$ cat src/rtl/natv_bus_pkg.sv
`default_nettype none
// ============================================================================
// Module   : natv_bus_pkg
// Brief    : Shared native-bus types: slice FSM states, request struct, defaults
// Revision : 1.0 - initial release
// ============================================================================
package natv_bus_pkg;

    typedef enum logic [1:0] {
        ST_IDLE = 2'd0,
        ST_REQ  = 2'd1,
        ST_RESP = 2'd2
    } natv_state_e;

    localparam logic [31:0] C_NATV_ERR_RDATA = 32'hDEAD_BEEF;

    typedef struct packed {
        logic [31:0] addr;
        logic [31:0] wdata;
        logic [3:0]  wstrb;
    } natv_req_t;

endpackage
`default_nettype wire

$ cat src/rtl/natv_bus_watchdog.sv
`default_nettype none
// ============================================================================
// Module   : natv_bus_watchdog
// Brief    : Registered native-bus request slice that aborts unanswered
//            transfers with an error response after TIMEOUT_CYC cycles
// Revision : 1.0 - initial release
// ============================================================================
module natv_bus_watchdog
    import natv_bus_pkg::*;
#(
    parameter int unsigned TIMEOUT_CYC = 1024,
    parameter logic [31:0] ERR_RDATA   = C_NATV_ERR_RDATA
) (
    input  logic        clk_i,
    input  logic        rst_i,
    input  logic        mstr_valid_i,
    input  logic [31:0] mstr_addr_i,
    input  logic [31:0] mstr_wdata_i,
    input  logic [3:0]  mstr_wstrb_i,
    output logic [31:0] mstr_rdata_o,
    output logic        mstr_ready_o,
    output logic        slv_valid_o,
    output logic [31:0] slv_addr_o,
    output logic [31:0] slv_wdata_o,
    output logic [3:0]  slv_wstrb_o,
    input  logic [31:0] slv_rdata_i,
    input  logic        slv_ready_i,
    input  logic        clr_i,
    output logic        err_o,
    output logic [31:0] err_addr_o,
    output logic        irq_o
);

    localparam int unsigned     CW       = $clog2(TIMEOUT_CYC) + 1;
    localparam logic [CW-1:0]   C_CNT_LAST = CW'(TIMEOUT_CYC - 1);

    natv_state_e  state_q;
    natv_req_t    req_q;
    logic [CW-1:0] cnt_q;
    logic [CW-1:0] cnt_d;
    logic [31:0]  rdata_q;
    logic         err_q;
    logic [31:0]  err_addr_q;
    logic         irq_q;

    always_comb begin
        cnt_d = cnt_q + CW'(1);
    end

    always_ff @(posedge clk_i or posedge rst_i) begin
        if (rst_i) begin
            state_q    <= ST_IDLE;
            req_q      <= '0;
            cnt_q      <= '0;
            rdata_q    <= '0;
            err_q      <= 1'b0;
            err_addr_q <= '0;
            irq_q      <= 1'b0;
        end else begin
            irq_q <= 1'b0;
            if (clr_i) begin
                err_q      <= 1'b0;
                err_addr_q <= '0;
            end
            case (state_q)
                ST_IDLE: begin
                    if (mstr_valid_i) begin
                        req_q.addr  <= mstr_addr_i;
                        req_q.wdata <= mstr_wdata_i;
                        req_q.wstrb <= mstr_wstrb_i;
                        cnt_q       <= '0;
                        state_q     <= ST_REQ;
                    end
                end
                ST_REQ: begin
                    cnt_q <= cnt_d;
                    if (slv_ready_i) begin
                        rdata_q <= slv_rdata_i;
                        state_q <= ST_RESP;
                    end else if (cnt_q == C_CNT_LAST) begin
                        rdata_q <= ERR_RDATA;
                        err_q   <= 1'b1;
                        // A same-cycle clear loses to the new timeout, so the
                        // new address must be taken even if err was already set.
                        if (!err_q || clr_i) begin
                            err_addr_q <= req_q.addr;
                        end
                        irq_q   <= 1'b1;
                        state_q <= ST_RESP;
                    end
                end
                ST_RESP: begin
                    state_q <= ST_IDLE;
                end
                default: begin
                    state_q <= ST_IDLE;
                end
            endcase
        end
    end

    assign slv_valid_o  = (state_q == ST_REQ);
    assign mstr_ready_o = (state_q == ST_RESP);
    assign mstr_rdata_o = rdata_q;
    assign slv_addr_o   = req_q.addr;
    assign slv_wdata_o  = req_q.wdata;
    assign slv_wstrb_o  = req_q.wstrb;
    assign err_o        = err_q;
    assign err_addr_o   = err_addr_q;
    assign irq_o        = irq_q;

endmodule
`default_nettype wire

$ cat config.mk
export PLATFORM = sky130hd
export DESIGN_NAME = natv_bus_watchdog
export DESIGN_NICKNAME = d
export VERILOG_FILES = /design/src/rtl/natv_bus_pkg.sv /design/src/rtl/natv_bus_watchdog.sv
export SDC_FILE = /design/constraint.sdc
export NUM_CORES = 1
export LEC_CHECK = 0
export ABC_AREA = 1
export BUFFER_PORTS_ARGS = -buffer_cell sky130_fd_sc_hd__buf_4
export CORE_AREA = 2 2 120 122
export DETAILED_ROUTE_END_ITERATION = 10
export DIE_AREA = 0 0 122 124
export GPL_ROUTABILITY_DRIVEN = 0
export PLACE_DENSITY_LB_ADDON = 0.1
export SYNTH_ARGS = -nofsm -noshare
export SYNTH_HDL_FRONTEND = slang
export SYNTH_SLANG_ARGS = --single-unit
$ cat constraint.sdc
create_clock -name clk_i -period 9.71 [get_ports clk_i]
set_clock_uncertainty 0.2 [all_clocks]
set_input_delay 1.942 -clock clk_i [delete_from_list [all_inputs] [get_ports clk_i]]
set_output_delay 1.942 -clock clk_i [all_outputs]
set_load 0.03 [all_outputs]
==> summary.txt, run 1 <==
Drt
  • DR WL/cell: ~14 microns
  • WL final: approximately 16000 microns
  • DR vias: between 5000 and 6000
  • Post-route DRC: 0
  • DR pass1 iterations: 4
  • Via-per-instance ratio: 4.63
  • Starting DRT DRC Count: 370
  • ANT nets after route: 0

Clock network
  • # hold bufs at CTS: 0
  • Worst skew pair latency: 0.41 ns
  • H-tree depth: 4
  • CTS clock-pin slew for the worst setup and hold paths: about 0.060 ns
  • Number of buffers created by CTS: 17
  • CTS resizes: 0
  • Sink Count: 147
  • CTS Buffer Depth: 2
  • Root Buffer: clkbuf_16
  • CTS tree: built
  • Postcts setup bufs: 0

GRT
  • Vias in the first global route: roughly 5100
  • Grt met3 use: around 5.9%
  • Overflow after GRT: 0
  • All-Layer GR Usage: between 20 and 25%
  • GR Util met1: around 28%
  • Grt peak-use layer: met2
  • First-pass GRT wire length: about 25000 microns
  • Initial antenna violation count: 0
  • GR Layer Usage met2: about a third
  • Largest net degree at the start of global routing: 75

Power
  • Seq pwr share: a little over a third
  • Clk network pwr share: between 20 and 30%
  • Sw Share: 38.7%
  • Psw: between 0.001 and 0.0015 W
  • Worst vdd ir: 202 uV
  • Combinational Power Share: a little under two fifths
  • Internal power: around 0.0017 W
  • Lkg Pwr: 4.88 nW
  • Power Dens Cells: just over 300 nW/um^2

Logic synthesis
  • Mapped Area: ~6300 sq um
  • Main area contributors after synthesis: dfrtp_1, nand2_1, nand3_1, inv_1, nor2_1
  • Synth top area share: between 50% and 60%
  • Ys Warns: 0
  • Sequential fraction of the synthesis area: approximately 58%
  • Post-Syn Nets: between 800 and 900
  • Synth Instances: slightly below 800
  • Area leader, netlist: dfrtp_1
  • #FFs+latches synth: about 150
  • Syn_area_per_cell: ~8.2 sq um
  • Synth unique cells: 25

Setup path
  • Required time worst endpoint: 7.57 ns
  • Crit-path max FO: 13
  • Element type at the critical path end: output port
  • Critical Path AT: roughly 1.6 ns
  • CP Class: flip-flop to output port
  • CP startpoint kind: flip-flop

Die
  • Die width: approximately 120 microns
  • Core ar.: between 10000 and 15000 sq um
  • Die H: 124 microns
  • Die area: ~15000 sq um
  • Io pins: approximately 240
  • Initial Util: between 40% and 50%
  • Core Rows: 43

Cells and area
  • Area delta synth->final: 40.1%
  • N_diodes: 0
  • Final instance area: roughly 9000 sq um
  • Fin cells: 1189
  • Nets: around 1100
  • Share of cells above drive strength 1: 32.2%

Worst hold path
  • HP Class: flip-flop to flip-flop

Timing
  • Period minus WS final: 3.76 ns
  • Relative slew slack: approximately two fifths
  • Setup TNS Final: 0 ns
  • Tcrit/Tclk final: 38.7%
  • Fmax: approximately 270 MHz
  • Final Slew Violations: 0
  • Worst-margin pin slew: between 0.9 and 1 ns
  • Final worst setup slack: roughly 6 ns
  • Final setup violation count: 0
  • Final Hold Viols: 0
  • RSZ-0062 raised after global routing: false

Placement
  • Placed cell areas: between 8000 and 9000 sq um
  • HPWL after detailed placement: between 10000 and 15000 microns
  • Pre-CTS setup slack: 5.87 ns
  • Port buffer count: 240
  • Placed Cells: between 1000 and 1500

Status
  • Status: completed

Flow run
  • MaxCap Viol Count: 0
==> cell usage after synthesis, drive strengths merged <==
cell type,number
dfrtp,147
clkbuf,22
nor2,53
nand2,390
o21ai,9
inv,54
a21oi,3
o22ai,1
nand4,6
buf,13
or2,24
nand3,42
xor2,1
clkinv,1
ha,1
nor3,2
==> power groups by stage <==
stage | clock network (W) | registers, W | logic (W)
3_3_place_gp | 0 | 0.000947 | 0.00102
2_1_floorplan | 0 | 0.00130 | 0.000252
5_1_grt | 0.000784 | 0.000966 | 0.00110
6_report | 0.000738 | 0.000942 | 0.00103
3_5_place_dp | 0 | 0.000945 | 0.00104
4_1_cts | 0.000752 | 0.000941 | 0.00104
==> layout make-up <==
class,instances,area (sq um)
clock buffer,21,460
clock inverter,10,204
fill,1239,4860
inverter,55,211
multi-input combinational,532,2250
sequential,147,3680
tap,180,225
timing repair buffer,244,1830
==> metal layers <==
| metal | vias up | wire, microns |
|---|---|---|
| met4 | 0 | 159 |
| met3 | 12 | 1130 |
| met5 | - | 0 |
| li1 | 2788 | - |
| met2 | 170 | 7930 |
| met1 | 2541 | 6990 |
==> worst paths after layout <==
check / start / endpoint / slack [ns] / depth (start not counted)
max: state_q[0] / slv_valid_o / 5.95 / 3
min: slv_wdata_o[31] / slv_wdata_o[31] / 0.28 / 2
max reg2reg: state_q[0] / mstr_rdata_o[1] / 6.92 / 6
min reg2reg: slv_wdata_o[31] / slv_wdata_o[31] / 0.28 / 2
max in group asynchronous: rst_i / cnt_q[6] / 6.44 / 3
min in group asynchronous: rst_i / mstr_rdata_o[17] / 1.44 / 2
==> sequential cells by signal, summed over array words and instances (netlist names) <==
signal        cells
cnt_q            11
mstr_rdata_o     32
err_o             1
state_q           2
slv_wdata_o      32
irq_o             1
slv_wstrb_o       4
slv_addr_o       32
err_addr_o       32
==> critical path: stages, from the launching register on <==
cell	delay, ns
dfrtp_1	0.40
inv_2	0.07
nor2_2	0.46
buf_4	0.28
==> metrics by stage <==
step	hold WS [ns]	utilization, %	power (W)
after floorplan	0.289	-	0.00155
after global routing	0.295	64.6	0.00285
after detailed placement	0.266	59.8	0.00198
after global placement	0.264	59.8	0.00197
final	0.277	64.6	0.00271
after CTS	0.282	64.6	0.00273
==> kinds of logic (layout without fill, tap and decap cells) <==
logic type | after synthesis | after routing | share of synthesized area, %
buffers and inverters | 90 | 330 | 6.29
flip-flops | 147 | 147 | 58.1
adder cells (fa/ha/maj) | 1 | 1 | 0.198
AND/OR/NAND/NOR | 517 | 517 | 34.2
XOR/XNOR | 1 | 1 | 0.138
AO/OA/AOI/OAI | 13 | 13 | 1.05
==> placed cells by master (no fill, tap or decap) <==
master / n
clkinv_1: 1
clkbuf_16: 17
inv_1: 49
a21oi_1: 3
or2_2: 24
nand4_1: 6
nand3_4: 1
nor2_4: 4
dfrtp_1: 147
inv_2: 4
inv_6: 1
buf_4: 244
o22ai_1: 1
clkbuf_8: 2
nor2_1: 47
nand3_1: 39
clkinv_2: 3
nor3_1: 2
nand3_2: 2
nand2_2: 14
bufinv_16: 6
clkinv_4: 1
nor2_2: 2
o21ai_0: 9
xor2_1: 1
ha_1: 1
clkbuf_1: 2
nand2_1: 376
Note: power is estimated with default switching activity, not from simulation.
==> run 2: changes to the inputs <==
==> constraint.sdc (replaced) <==
create_clock -name clk_i -period 3.8 [get_ports clk_i]
set_clock_uncertainty 0.2 [all_clocks]
set_input_delay 0.76 -clock clk_i [delete_from_list [all_inputs] [get_ports clk_i]]
set_output_delay 0.76 -clock clk_i [all_outputs]
set_load 0.03 [all_outputs]
==> summary.txt, run 2 (synthesis results as in run 1) <==
Status
  • Status: completed

Setup path
  • Worst-path cell chain: inv_2, nor2_2, buf_4
  • Delay-heaviest family, CP: simple AND/OR/NAND/NOR gates
  • R2R depth: 6 (unchanged)
  • CP bufs+invs: 2 (unchanged)
  • Element type at the critical path end: output port
  • Slowest cell on the critical path: nor2_2
  • Reg2Reg Launch Point: state_q[0]
  • Crit-path max FO: 13 (unchanged)
  • Critical Path AT: 1.56 ns (-0.06 ns)
  • Worst reg-to-reg setup slack: 1.44 ns (-5.48 ns)
  • Critical path depth: 3 (unchanged)
  • CP Class: flip-flop to output port
  • Worst r2r dst: mstr_rdata_o[2]
  • CP Launch Point: state_q[0]
  • Critical path endpoint: slv_valid_o
  • CP startpoint kind: flip-flop
  • Crit path largest cell delay: 0.42 ns (-0.04 ns)
  • Required time worst endpoint: 2.84 ns (-4.73 ns)

Drt
  • DR pass1 iterations: 4 (unchanged)
  • WL final: 15900 microns (-1.8%)
  • ANT nets after route: 0 (unchanged)
  • DR WL/cell: 13.4 microns (-2.0%)
  • DR vias: 5451 (-1.1%)
  • Via-per-instance ratio: 4.58 (-1.3%)
  • Post-route DRC: 0 (unchanged)
  • Starting DRT DRC Count: 327 (-12%)

Clock network
  • CTS clock-pin slew for the worst setup and hold paths: 0.05 ns (about the same)
  • Number of buffers created by CTS: 17 (unchanged)
  • CTS Buffer Depth: 2 (unchanged)
  • CTS tree: built
  • # hold bufs at CTS: 0 (unchanged)
  • Sink Count: 147 (unchanged)
  • CTS resizes: 0 (unchanged)
  • Root Buffer: clkbuf_16
  • H-tree depth: 4 (unchanged)
  • Worst skew pair latency: 0.41 ns (about the same)
  • Postcts setup bufs: 0 (unchanged)

Timing
  • Relative slew slack: 42.5% (+4.4 points)
  • Final setup violation count: 0 (unchanged)
  • Final Slew Violations: 0 (unchanged)
  • Hold slack: 0.274 ns (-0.00234 ns)
  • Final Hold Viols: 0 (unchanged)
  • Worst-margin pin slew: 0.861 ns (-0.0683 ns)
  • Fmax: roughly 400 MHz
  • Period minus WS final: between 2 and 3 ns
  • Setup TNS Final: 0 ns (unchanged)
  • RSZ-0062 raised after global routing: false
  • Tcrit/Tclk final: between 60% and 70%

GRT
  • Vias in the first global route: 5014 (-1.1%)
  • Largest net degree at the start of global routing: 74 (-1.3%)
  • First-pass GRT wire length: 24900 microns (-1.8%)
  • Initial antenna violation count: 0 (unchanged)
  • Overflow after GRT: 0 (unchanged)
  • All-Layer GR Usage: 21.2% (-0.40 points)

Power
  • Worst vdd ir: 436 uV (+120%)
  • Total power: 0.00656 W (+140%)
  • Lkg Pwr: 4.84 nW (-0.72%)
  • Power Dens Cells: 747 nW/um^2 (+140%)

Cells and area
  • Most frequent cells in the layout: nand2_1, buf_4, dfrtp_1, inv_1, nor2_1
  • Most common cell after layout, fill and taps aside: nand2_1
  • Nets: 1107 (+0.36%)
  • Area delta synth->final: 38.9%
  • N_diodes: 0 (unchanged)
  • Layout fillers: 1272 (+2.7%)
  • Share of cells above drive strength 1: 32.4% (+0.23 points)

Die
  • Die area: 15100 sq um (unchanged)
  • Core Rows: 43 (unchanged)
  • Die width: 122 microns (unchanged)
  • Io pins: 241 (unchanged)
  • Die H: 124 microns (unchanged)
  • Core ar.: 13700 sq um (unchanged)
  • Initial Util: 46.1% (unchanged)

Flow run
  • MaxCap Viol Count: 0 (unchanged)

Placement
  • Port buffer count: 240 (unchanged)
  • HPWL after detailed placement: 10800 microns (+2.7%)

Worst hold path
  • Hold Path Stages: 2 (unchanged)
  • HP Class: flip-flop to flip-flop
run 2: cell count changes in the layout (fill, tap and decap cells not counted):
| cell | previous run | this run |
|---|---|---|
| buf_12 | 0 | 1 |
| buf_4 | 244 | 247 |
| inv_6 | 1 | 0 |
| clkbuf_8 | 2 | 7 |
| clkinv_4 | 1 | 0 |
| bufinv_16 | 6 | 0 |
| clkinvlp_4 | 0 | 2 |
| clkbuf_1 | 2 | 1 |
run 2: per-layer routing:
metal | wire length (microns) | GRT usage (%) | vias to the layer above | part of all wire, %
met2 | 7470 | 32.8 | 164 | 47
li1 | - | - | 2781 | -
met4 | 368 | 8.76 | 0 | 2.3
met5 | 0 | 0 | - | 0
met3 | 1030 | 5.91 | 29 | 6.4
met1 | 7050 | 28.2 | 2477 | 44
run 2: worst register-to-register path: cells and delay by family (launching register included):
kind                   cells  cell delay (ns)
buffers and inverters      1             0.06
flip-flops                 1             0.40
AND/OR/NAND/NOR            5             1.65
run 2: final cells by class:
class                   instances  area (sq um)  area share (%)
flip-flops and latches        147          3680            41.9
multi-input cells             532          2250            25.6
repair buffers                248          1870            21.3
clock buffers                  25           526            5.98
well taps                     180           225            2.56
inverters                      55           210            2.39
clock inverters                 4          22.5           0.256
run 2: how the worst min path moves through the flow:
stage	from	to	slack, ns
floorplan	cnt_q[1]	cnt_q[1]	0.29
global placement	slv_wdata_o[20]	slv_wdata_o[20]	0.26
detailed placement	slv_wdata_o[29]	slv_wdata_o[29]	0.27
CTS	slv_wdata_o[29]	slv_wdata_o[29]	0.28
global route	slv_wdata_o[20]	slv_wdata_o[20]	0.30
finish	slv_wdata_o[29]	slv_wdata_o[29]	0.27
run 2: where the power goes:
part / internal (W) / leakage (nW) / switching (W) / total, W
clock network: 0.000942 / 0.273 / 0.000599 / 0.00154
registers: 0.00206 / 1.87 / 0.000344 / 0.00240
logic: 0.000932 / 2.69 / 0.00169 / 0.00262
total: 0.00393 / 4.84 / 0.00263 / 0.00656
run 2: through the flow:
| stage | setup WS, ns | cell area (sq um) | utilization [%] | cells |
|---|---|---|---|---|
| floorplan | 0.993 | 6330 | - | 769 |
| global placement | 1.23 | 8240 | 60.1 | 1162 |
| detailed placement | 1.20 | 8240 | 60.1 | 1162 |
| CTS | 1.23 | 8790 | 64.0 | 1191 |
| global route | 1.11 | 8790 | 64.0 | 1191 |
| finish | 1.28 | 8790 | 64.0 | 1191 |
